<file path="src/rtl/uart_transmitter.sv">
// UART transmitter: byte FIFO feeding a frame serialiser (start, 8 data LSB first,
// optional parity, stop, optional idle gap). One bit lasts OVERSAMPLE clocks.
module uart_transmitter #(
  parameter int OVERSAMPLE = 5,
  parameter int PARITY     = 1,
  parameter int GAP_BITS   = 1,
  parameter int FIFO_DEPTH = 4
) (
  input  logic       CLK,
  input  logic       RST,
  input  logic [7:0] DATA,
  input  logic       WR,
  output logic       READY,
  output logic       TX,
  output logic       BUSY,
  output logic       DONE
);

  localparam int AW      = $clog2(FIFO_DEPTH);
  localparam int GAP_CYC = (GAP_BITS > 0) ? GAP_BITS * OVERSAMPLE : OVERSAMPLE;
  localparam int TMAX    = (GAP_CYC > OVERSAMPLE) ? GAP_CYC : OVERSAMPLE;
  localparam int TW      = $clog2(TMAX + 1);

  typedef enum logic [2:0] {
    S_IDLE, S_START, S_DATA, S_PARITY, S_STOP, S_GAP
  } state_t;

  // Parity bit for the configured mode; none returns the idle level.
  function automatic logic parity_bit(input logic [7:0] b);
    if (PARITY == 1)      return ~^b;
    else if (PARITY == 2) return ^b;
    else                  return 1'b1;
  endfunction

  logic [7:0]    mem [FIFO_DEPTH];
  logic [AW-1:0] wptr_q, rptr_q;
  logic [AW:0]   count_q;
  logic          push, pop;

  state_t        state_q, state_n;
  logic [TW-1:0] tick_q, tick_n, tick_lim;
  logic [2:0]    idx_q, idx_n;
  logic          tx_q, tx_n;
  logic [7:0]    shift_q;
  logic          load, tick_last;

  assign READY = (count_q != (AW+1)'(FIFO_DEPTH));
  assign push  = WR && READY;
  assign pop   = load;

  // FIFO storage: data only, no reset needed.
  always_ff @(posedge CLK) begin
    if (push) mem[wptr_q] <= DATA;
  end

  // FIFO pointers and occupancy; a simultaneous push and pop leaves the count alone.
  always_ff @(posedge CLK) begin
    if (RST) begin
      wptr_q  <= '0;
      rptr_q  <= '0;
      count_q <= '0;
    end else begin
      if (push) wptr_q <= wptr_q + AW'(1);
      if (pop)  rptr_q <= rptr_q + AW'(1);
      count_q <= count_q + (AW+1)'(push) - (AW+1)'(pop);
    end
  end

  assign tick_lim  = (state_q == S_GAP) ? TW'(GAP_CYC - 1) : TW'(OVERSAMPLE - 1);
  assign tick_last = (tick_q == tick_lim);

  // Next-state logic: every TX change is decided here and lands on a bit boundary.
  always_comb begin
    state_n = state_q;
    tick_n  = tick_q;
    idx_n   = idx_q;
    tx_n    = tx_q;
    load    = 1'b0;
    if (state_q != S_IDLE) tick_n = tick_last ? '0 : tick_q + TW'(1);
    case (state_q)
      S_IDLE: begin
        if (count_q != '0) begin
          load    = 1'b1;
          tx_n    = 1'b0;
          tick_n  = '0;
          state_n = S_START;
        end
      end
      S_START: begin
        if (tick_last) begin
          state_n = S_DATA;
          idx_n   = 3'd0;
          tx_n    = shift_q[0];
        end
      end
      S_DATA: begin
        if (tick_last) begin
          if (idx_q == 3'd7) begin
            if (PARITY != 0) begin
              state_n = S_PARITY;
              tx_n    = parity_bit(shift_q);
            end else begin
              state_n = S_STOP;
              tx_n    = 1'b1;
            end
          end else begin
            idx_n = idx_q + 3'd1;
            tx_n  = shift_q[idx_q + 3'd1];
          end
        end
      end
      S_PARITY: begin
        if (tick_last) begin
          state_n = S_STOP;
          tx_n    = 1'b1;
        end
      end
      S_STOP: begin
        if (tick_last) begin
          state_n = (GAP_BITS > 0) ? S_GAP : S_IDLE;
          tx_n    = 1'b1;
        end
      end
      S_GAP: begin
        if (tick_last) state_n = S_IDLE;
      end
      default: begin
        state_n = S_IDLE;
        tx_n    = 1'b1;
        tick_n  = '0;
      end
    endcase
  end

  // FSM control registers; reset truncates any frame and forces the line idle.
  always_ff @(posedge CLK) begin
    if (RST) begin
      state_q <= S_IDLE;
      tick_q  <= '0;
      idx_q   <= '0;
      tx_q    <= 1'b1;
    end else begin
      state_q <= state_n;
      tick_q  <= tick_n;
      idx_q   <= idx_n;
      tx_q    <= tx_n;
    end
  end

  // Byte under transmission, captured on the pop and held for the whole frame.
  always_ff @(posedge CLK) begin
    if (load) shift_q <= mem[rptr_q];
  end

  assign TX   = tx_q;
  assign BUSY = (state_q != S_IDLE) || (count_q != '0);
  assign DONE = (state_q == S_STOP) && tick_last;

endmodule
</file>
<file path="config.mk">
export PLATFORM = sky130hd
export DESIGN_NAME = uart_transmitter
export DESIGN_NICKNAME = d
export VERILOG_FILES = /design/src/rtl/uart_transmitter.sv
export SDC_FILE = /design/constraint.sdc
export NUM_CORES = 1
export LEC_CHECK = 0
export CAP_MARGIN = 20
export CORE_MARGIN = 2
export CORE_UTILIZATION = 49
export CTS_BUF_LIST = sky130_fd_sc_hd__clkbuf_4
export DETAILED_ROUTE_END_ITERATION = 7
export PLACE_DENSITY = 0.7
export SYNTH_ARGS = -nofsm -noshare
export SYNTH_HDL_FRONTEND = slang
export SYNTH_SLANG_ARGS = --single-unit
</file>
<file path="constraint.sdc">
create_clock -name CLK -period 2.35 [get_ports CLK]
set_input_delay 0.3525 -clock CLK [delete_from_list [all_inputs] [get_ports CLK]]
set_output_delay 0.3525 -clock CLK [all_outputs]
set_load 0.01 [all_outputs]
</file>
---- After elaboration in Yosys (flattened, before gate mapping) ----
Memories as Yosys holds them, arrays and structs flattened. A register that Yosys moved wholly into a read port is not among the register bits.
Index checks and enable logic that the tools add are counted.
Widths: inputs -> output; s select.
cells by class
  $add $sub $neg .......................... 6
  magnitude comparators ................... 1
  equality and inequality tests ........... 17
  multiplexer cells ....................... 27
  bitwise gates (word level) .............. 1
  reductions and logical operators ........ 13
operator list
  operator             number
  $mux 3               12
  $pmux 3 s6           1
  $ne 2x2->1 const B   8
  $eq 3x3->1 const B   4
  $pmux 3 s2           2
  $mux 1               10
  $reduce_xnor 8->1    1
  $reduce_and 7->1     1
  $add 3x1->3 const B  2
  $eq 3x2->1 const B   2
  $reduce_bool 3->1    2
  $pmux 1 s5           1
  $reduce_and 5->1     1
  $reduce_or 5->1      1
  $add 2x1->2 const B  2
  $lt 3x4->1 const B   1
  $reduce_and 4->1     1
  $add 3x1->3          1
  $bmux 1 s3           1
  $eq 3x1->1 const B   1
  $logic_not 3->1      1
  $ne 3x3->1 const B   1
  $sub 3x1->3          1
  $logic_and 1x1->1    2
  other kinds (5)      5
storage, ports and cells
  flip-flop bits (word level) ............. 17
  memory bits (writable) .................. 32
  bits of input ports ..................... 11
  output and inout port bits .............. 4
  word-level logic and storage cells ...... 73
  memories kept ........................... 1
memories
  name  words  bits a word  read ports  clocked after memory_dff  wr ports  line  RTL
  mem   4      8            1           1                         1         35    logic [7:0] mem [FIFO_DEPTH];

---- Depth between registers and ports, before layout ----
Gate-level depths: netlist (run 1).
  depth after elaboration ................. 6
  depth in mapped cells ................... 12
  depth with buffers taken out ............ 12

---- Least setup slack after synthesis (run 1) ----
Ideal clock, no wire load.
  path kind ............................... reg2reg
  start point ............................. register state_q[0]
  end point ............................... register count_q[2]
  setup time .............................. 0.128 ns
  data arrival time ....................... 2.236 ns
  data required time ...................... 2.222 ns
  path slack .............................. -0.014 ns
  cell stages (with the launch flop) ...... 12
  buffers on the path ..................... 1
  period minus slack after synthesis ...... 2.364 ns
  path through ............................ dfxtp_1 > or3_1 > buf_6 > nor2_4 > ha_1 > inv_1 > ha_1 > inv_1 > fa_1 > xor2_1 > xnor2_1 > nor2_1
between the ends
  longest elaborated chain between the ends .. 3
ends and longest elaborated chain
  element                 line  RTL
  start, declared         40    state_t state_q, state_n;
  start signal, assigned  143   state_q <= state_n;
  $logic_not 3->1         80    case (state_q)
  $mux 1                  80
  net load                45    logic load, tick_last;
  $sub 3x1->3             65    count_q <= count_q + (AW+1)'(push) - (AW+1)'(pop);
  end signal, assigned    65
  end, declared           37    logic [AW:0] count_q;
The timed path passes the listed nets, and every way through them passes these cells.
A chain may end at the register's enable or synchronous reset.

---- Worst setup path after layout (run 1) ----
  start point ............................. register count_q[1]
  end point ............................... register count_q[2]
between the ends
  longest elaborated chain between the ends .. 4
  elaborated cells between the ends (all ways) .. 7
  classes of those cells .................. add/sub: 2; eq/ne: 1; mux: 2; reduce/logical: 2
ends and longest elaborated chain
  element                                          line
  $ne 3x3->1 or $reduce_bool 3->1 (tied branches)  47, 82
  $logic_and 1x1->1 or $mux 1 (tied branches)      48, 82
  $add 3x1->3 or $mux 1 (tied branches)            65, 80
  $sub 3x1->3 (*)                                  65
Every way passes the cells marked *; elsewhere a longest branch is shown, timed or not.

==> results of run 1 <==
cell type report:
cell class	count	area [um^2]
Tap cell	70	87.6
Clock buffer	9	67.6
Clock inverter	7	119
Fill cell	402	2090
Timing Repair Buffer	22	198
Inverter	10	37.5
Multi-Input combinational cell	107	900
Sequential cell	57	1540
sequential cells by signal (all words and copies together) (netlist names):
signal	count
state_q	3
count_q	3
rptr_q	2
wptr_q	2
shift_q	8
tick_q	3
idx_q	3
TX	1
mem	32
worst min path at each step:
stage	start	end	slack, ns
after global routing	idx_q[2]	idx_q[2]	0.50
after global placement	idx_q[2]	idx_q[2]	0.45
after CTS	idx_q[2]	idx_q[2]	0.47
after detailed placement	idx_q[2]	idx_q[2]	0.46
after floorplan	RST	state_q[0]	0.42
final	idx_q[2]	idx_q[2]	0.47
routing by layer:
metal,track usage (%),wire length [um],up-vias
met2,27.8,2260,25
met3,7.94,166,4
li1,-,-,725
met5,0,0,-
met1,20.5,1820,725
met4,6.63,22,0
cell usage after synthesis, drive strengths merged, types with 2 or more instances:
cell     instances
edfxtp          40
dfxtp           17
nor2            14
nand2           11
ha              10
inv             10
xnor2           10
a21oi            9
mux4             9
nor2b            5
nor3             5
and3             4
buf              4
a31oi            3
clkbuf           3
o2111ai          3
o21ai            3
xor2             3
and2             2
mux2i            2
nor3b            2
or3              2
report_power, final:
group | internal (mW) | leakage [nW] | switching [mW]
combinational | 0.526 | 0.452 | 0.425
sequential | 1.31 | 0.509 | 0.168
clock | 0.538 | 0.0921 | 0.373
total | 2.38 | 1.05 | 0.966
stage by stage:
step | TNS [ns] | util [%] | worst slack, ns | hold WS, ns | cell area, um^2
global placement | 0 | 54.7 | 0.00462 | 0.447 | 2760
floorplan | 0 | - | 0.00649 | 0.422 | 2510
detailed placement | -0.101 | 54.7 | -0.101 | 0.458 | 2760
finish | 0 | 58.5 | 0.172 | 0.469 | 2950
global route | 0 | 58.5 | 0.00306 | 0.496 | 2950
CTS | 0 | 58.5 | 0.0741 | 0.473 | 2950
timing repair:
item                       in CTS  in global routing
hold endpoints to repair        0                  0
resized for setup               3                  2
setup endpoints to repair       2                  1
gates cloned                    0                  0
critical path, stage by stage, from the launching register on:
cell and delay (ns):
dfxtp_2 0.36, nor2_1 0.13, nand2_2 0.11, and2_1 0.18, inv_1 0.08, ha_1 0.23
inv_1 0.06, ha_1 0.12, inv_1 0.04, fa_1 0.37, xor2_1 0.18, xnor2_1 0.14
nor2_1 0.05
kinds of logic after synthesis:
logic type	Yosys count	share of synthesized area, %
AOI/OAI and AO/OA	22	5.62
xor gates and xnor gates	13	4.53
adders and majority gates	11	5.77
buffers and inverters	17	3.19
DFF	57	61.3
muxes	11	8.86
and+or+nand+nor	50	10.7
==> results_dict.tcl, run 1 <==
set metrics [dict create \
    status "complete, no violations" \
    fin_crit_sh_pct 92.7 \
    ys_warn_count 0 \
    hold_viol_final 0 \
    dp.cells 266 \
    worst_setup_path_start_kind "flop" \
    vdd_drop_max_mv 0.609 \
    cts_buffer_depth 2 \
    yosys.area.top_type "edfxtp_1" \
    setup.worst_path.end "count_q[2]" \
    drive_gt1_share_pct 18.9 \
    vias_per_cell 5.24 \
    antenna_left 0 \
    top_level_ports 15 \
    cts-root-buf "clkbuf_4" \
    crit_type "flop to flop" \
    cts_made_buffers 9 \
    ctsHoldBuffers 0 \
    drv_cap 0 \
    finalPower_mw 3.34 \
    power.leakage_nw 1.05 \
    drc 0 \
    wl_per_cell_um 15.1 \
    grt_pass1_wl_um 6930 \
    clk_latency_ns 0.39 \
    fin_cells 282 \
    coreArea_um2 5040 \
    post-cts-setup-buffers 0 \
    finalSetupViolations 0 \
    antenna_found_initial 0 \
    fin_skew_ns 0.00695 \
    reg2reg_depth 12 \
    async_flop_share_pct 0 \
    cts.clk_slew.worst_paths_ns 0.10 \
    rr_startpoint "count_q[1]" \
    final_cell_mix "40 x edfxtp_1, 16 x dfxtp_1, 13 x nor2_1" \
    slew_headroom_pct 55.7 \
    ys_seq_elements 57 \
    drt_iter0_drc 89 \
    grt_usage_pct 17.3 \
    worstPathRequired_ns 2.61 \
    path_max_fanout 6 \
    overflow 0 \
    drt_first_pass_iters 4 \
    grt_max_degree 17 \
    period_needed_ns 2.18 \
    rows 26 \
    io_buffer_count 14 \
    diodes 0 \
    place.gp.congestion 0.771 \
    cts_tree "done" \
    power_density_nw_per_um2 1130 \
    synth_area_um2 2510 \
    hp-class "flop to flop" \
    whs_path_depth 2 \
    vias 1479 \
    die_y_um 75.6 \
    grt_pass1_vias 1460 \
    initial_utilization_pct 49.9 \
    r2r-end "count_q[2]" \
    avgSynthCellArea_um2 13.9 \
    final_nets 229 \
    die-area_um2 5720 \
    synth-edff-count 40 \
    arrival_ns 2.44 \
    fmax_mhz 459 \
    rsz0062_at_grt "false" \
    synthDistinctLibCells 38 \
    wirelength_um 4260 \
    crit_path_end_kind "flop" \
    yosys_most_used_dff "edfxtp_1" \
    synth_top_area_share_pct 47.8 \
    final_common_cell "edfxtp_1" \
    synth_area_leaders "edfxtp_1 48%, dfxtp_1 14%, mux4_2 8.1%" \
    ys_seq_area_share_pct 61.3 \
    syn_inst 181 \
    worst-r2r-setup-slack_ns 0.17 \
    synth_fp_nets 203 \
    cts.sinks 57 \
    startpoint "count_q[1]" \
    tightest_slew_ns 0.663 \
    dp_hpwl_um 2910 \
    htree_levels 3 \
    die_w_um 75.6 \
    slew_viol_final 0 \
    syn2layout_area_growth_pct 17.4 \
]
(Power assumes the default switching activity.)
==> run 2: changes to the inputs <==
--- a/config.mk
+++ b/config.mk
@@ -6,7 +6,7 @@
 export NUM_CORES = 1
 export LEC_CHECK = 0
 export CAP_MARGIN = 20
-export CORE_MARGIN = 2
+export CORE_MARGIN = 1.5
 export CORE_UTILIZATION = 49
 export CTS_BUF_LIST = sky130_fd_sc_hd__clkbuf_4
 export DETAILED_ROUTE_END_ITERATION = 7
==> run 2 against run 1 <==
Effect of this change: hold slack worse by 0.0053 ns; die area down 2.6%; critical endpoint unchanged; sequential power about the same; clock power down 15%; highest routed layer unchanged; non-clock buffer count unchanged; final cell count down 1.1%; total power down 4.0%.
==> results_dict.tcl, run 2 (same netlist as run 1, synthesis figures left out) <==
set metrics [dict create \
    grt_max_degree 17 \
    syn2layout_area_growth_pct 16.0 \
    power.leakage_nw 1.06 \
    slew_viol_final 0 \
    cts.clk_slew.worst_paths_ns 0.09 \
    path_max_fanout 6 \
    final_common_cell "edfxtp_1" \
    cp_cell_sequence "nor2_1 > nand2_1 > and2_1 > inv_1 > ha_1 > inv_1 > ha_1 > inv_1 > fa_1 > xor2_1 > xnor2_1 > nor2_1" \
    post-cts-setup-buffers 0 \
    min-delay-start "idx_q[2]" \
    vias_per_cell 5.32 \
    antenna_left 0 \
    grt_usage_pct 17.4 \
    die_w_um 74.6 \
    top_level_ports 15 \
    crit_type "flop to flop" \
    vias 1484 \
    period_needed_ns 2.20 \
    diodes 0 \
    reg_top3 "mem x32, shift_q x8" \
    initial_utilization_pct 52.2 \
    die-area_um2 5570 \
    io_buffer_count 14 \
    drive_gt1_share_pct 18.4 \
    fin_crit_sh_pct 93.6 \
    place.gp.congestion 0.812 \
    overflow 0 \
    grt_pass1_wl_um 7040 \
    dp_hpwl_um 2920 \
    drc 0 \
    drt_first_pass_iters 5 \
    rsz0062_at_grt "false" \
    cts_buffer_depth 2 \
    place_ws_ns -0.0999 \
    status "complete, no violations" \
    largest_register_ffs 32 \
    r2r-end "count_q[2]" \
    cpMostUsedCell "inv_1" \
    final_cell_mix "40 x edfxtp_1, 16 x dfxtp_1, 13 x nor2_1" \
    drt_iter0_drc 29 \
    wirelength_um 4200 \
    worst_hold_path.endpoint "idx_q[2]" \
    worst-path-stages 12 \
    rows 25 \
    path_buf_inv 3 \
    worst_slack_ns 0.150 \
    final_nets 229 \
    slew_headroom_pct 57.1 \
    regMostFlops "mem" \
    grt_pass1_vias 1552 \
    cts.sinks 57 \
    rr_startpoint "count_q[1]" \
    fmax_mhz 455 \
    drv_cap 0 \
    antenna_found_initial 0 \
    critPathTopFamily "adder cells" \
    worst_setup_path_start_kind "flop" \
    fin_skew_ns 0.0106 \
    coreArea_um2 4820 \
    cp_slowest_cell "dfxtp_2" \
    tightest_slew_ns 0.643 \
    arrival_ns 2.46 \
    clk_latency_ns 0.39 \
    cts-root-buf "clkbuf_4" \
    hp-class "flop to flop" \
    whs_path_depth 2 \
    hold_viol_final 0 \
    vdd_drop_max_mv 0.545 \
    cts_tree "done" \
    worstPathRequired_ns 2.61 \
    critPathMaxStageDelay_ns 0.39 \
    wl_per_cell_um 15.1 \
    worst-r2r-setup-slack_ns 0.15 \
    crit_path_end_kind "flop" \
    die_y_um 74.6 \
    finalPower_mw 3.21 \
    reg2reg_depth 12 \
    cts_made_buffers 9 \
    finalSetupViolations 0 \
    htree_levels 3 \
    power_density_nw_per_um2 1100 \
]
run 2: cell types whose count changed in the layout (fill, tap and decap cells not counted):
cell / previous run / this run
clkinv_4: 1 / 0
nand2_1: 9 / 10
dlymetal6s2s_1: 0 / 1
dlygate4sd2_1: 2 / 1
nand2_2: 2 / 1
clkinvlp_4: 2 / 0
clkinv_2: 1 / 5
bufinv_16: 3 / 2
run 2: final cells by class:
type / count / area [um^2]
Sequential cell: 57 / 1540
Tap cell: 67 / 83.8
Fill cell: 432 / 1900
Timing Repair Buffer: 22 / 201
Clock inverter: 7 / 85.1
Inverter: 10 / 37.5
Multi-Input combinational cell: 107 / 897
Clock buffer: 9 / 67.6
run 2: per-layer routing:
layer | part of all wire [%] | global-route usage [%]
met1 | 42 | 19.9
met2 | 52 | 30.4
met3 | 4.2 | 6.16
met4 | 1.5 | 6.46
met5 | 0 | 0
run 2: what timing repair did:
action                                  in CTS  in global routing
endpoints found under the setup margin       2                  2
hold buffers                                 0                  0
gates resized for setup                      2                  2
run 2: where the power goes:
group          internal (mW)  switching, mW
registers               1.31          0.163
logic                  0.529          0.431
clock network          0.422          0.351
run 2: worst max-delay path by stage:
stage                          start          to  slack (ns)
after floorplan           state_q[0]  count_q[2]       0.006
after detailed placement          WR  count_q[2]        -0.1
after global placement            WR  count_q[2]       0.003
after CTS                 state_q[0]        BUSY        0.02
final                     count_q[1]  count_q[2]        0.15
after global routing      count_q[1]  count_q[2]     0.00004
run 2: worst reg2reg max path, cell delays in order (launching register included):
cell and delay (ns):
dfxtp_2 0.39, nor2_1 0.05, nand2_1 0.13, and2_1 0.17, inv_1 0.06, ha_1 0.28
inv_1 0.06, ha_1 0.14, inv_1 0.05, fa_1 0.37, xor2_1 0.18, xnor2_1 0.14
nor2_1 0.05
run 2: through the flow:
stage	hold slack, ns	utilization [%]	cell area, um^2	std cells	TNS [ns]
CTS	0.468	60.4	2910	279	0
global placement	0.448	57.2	2760	263	0
global route	0.486	60.5	2920	279	0
detailed placement	0.454	57.2	2760	263	-0.0999
floorplan	0.422	-	2510	181	0
finish	0.464	60.5	2920	279	0
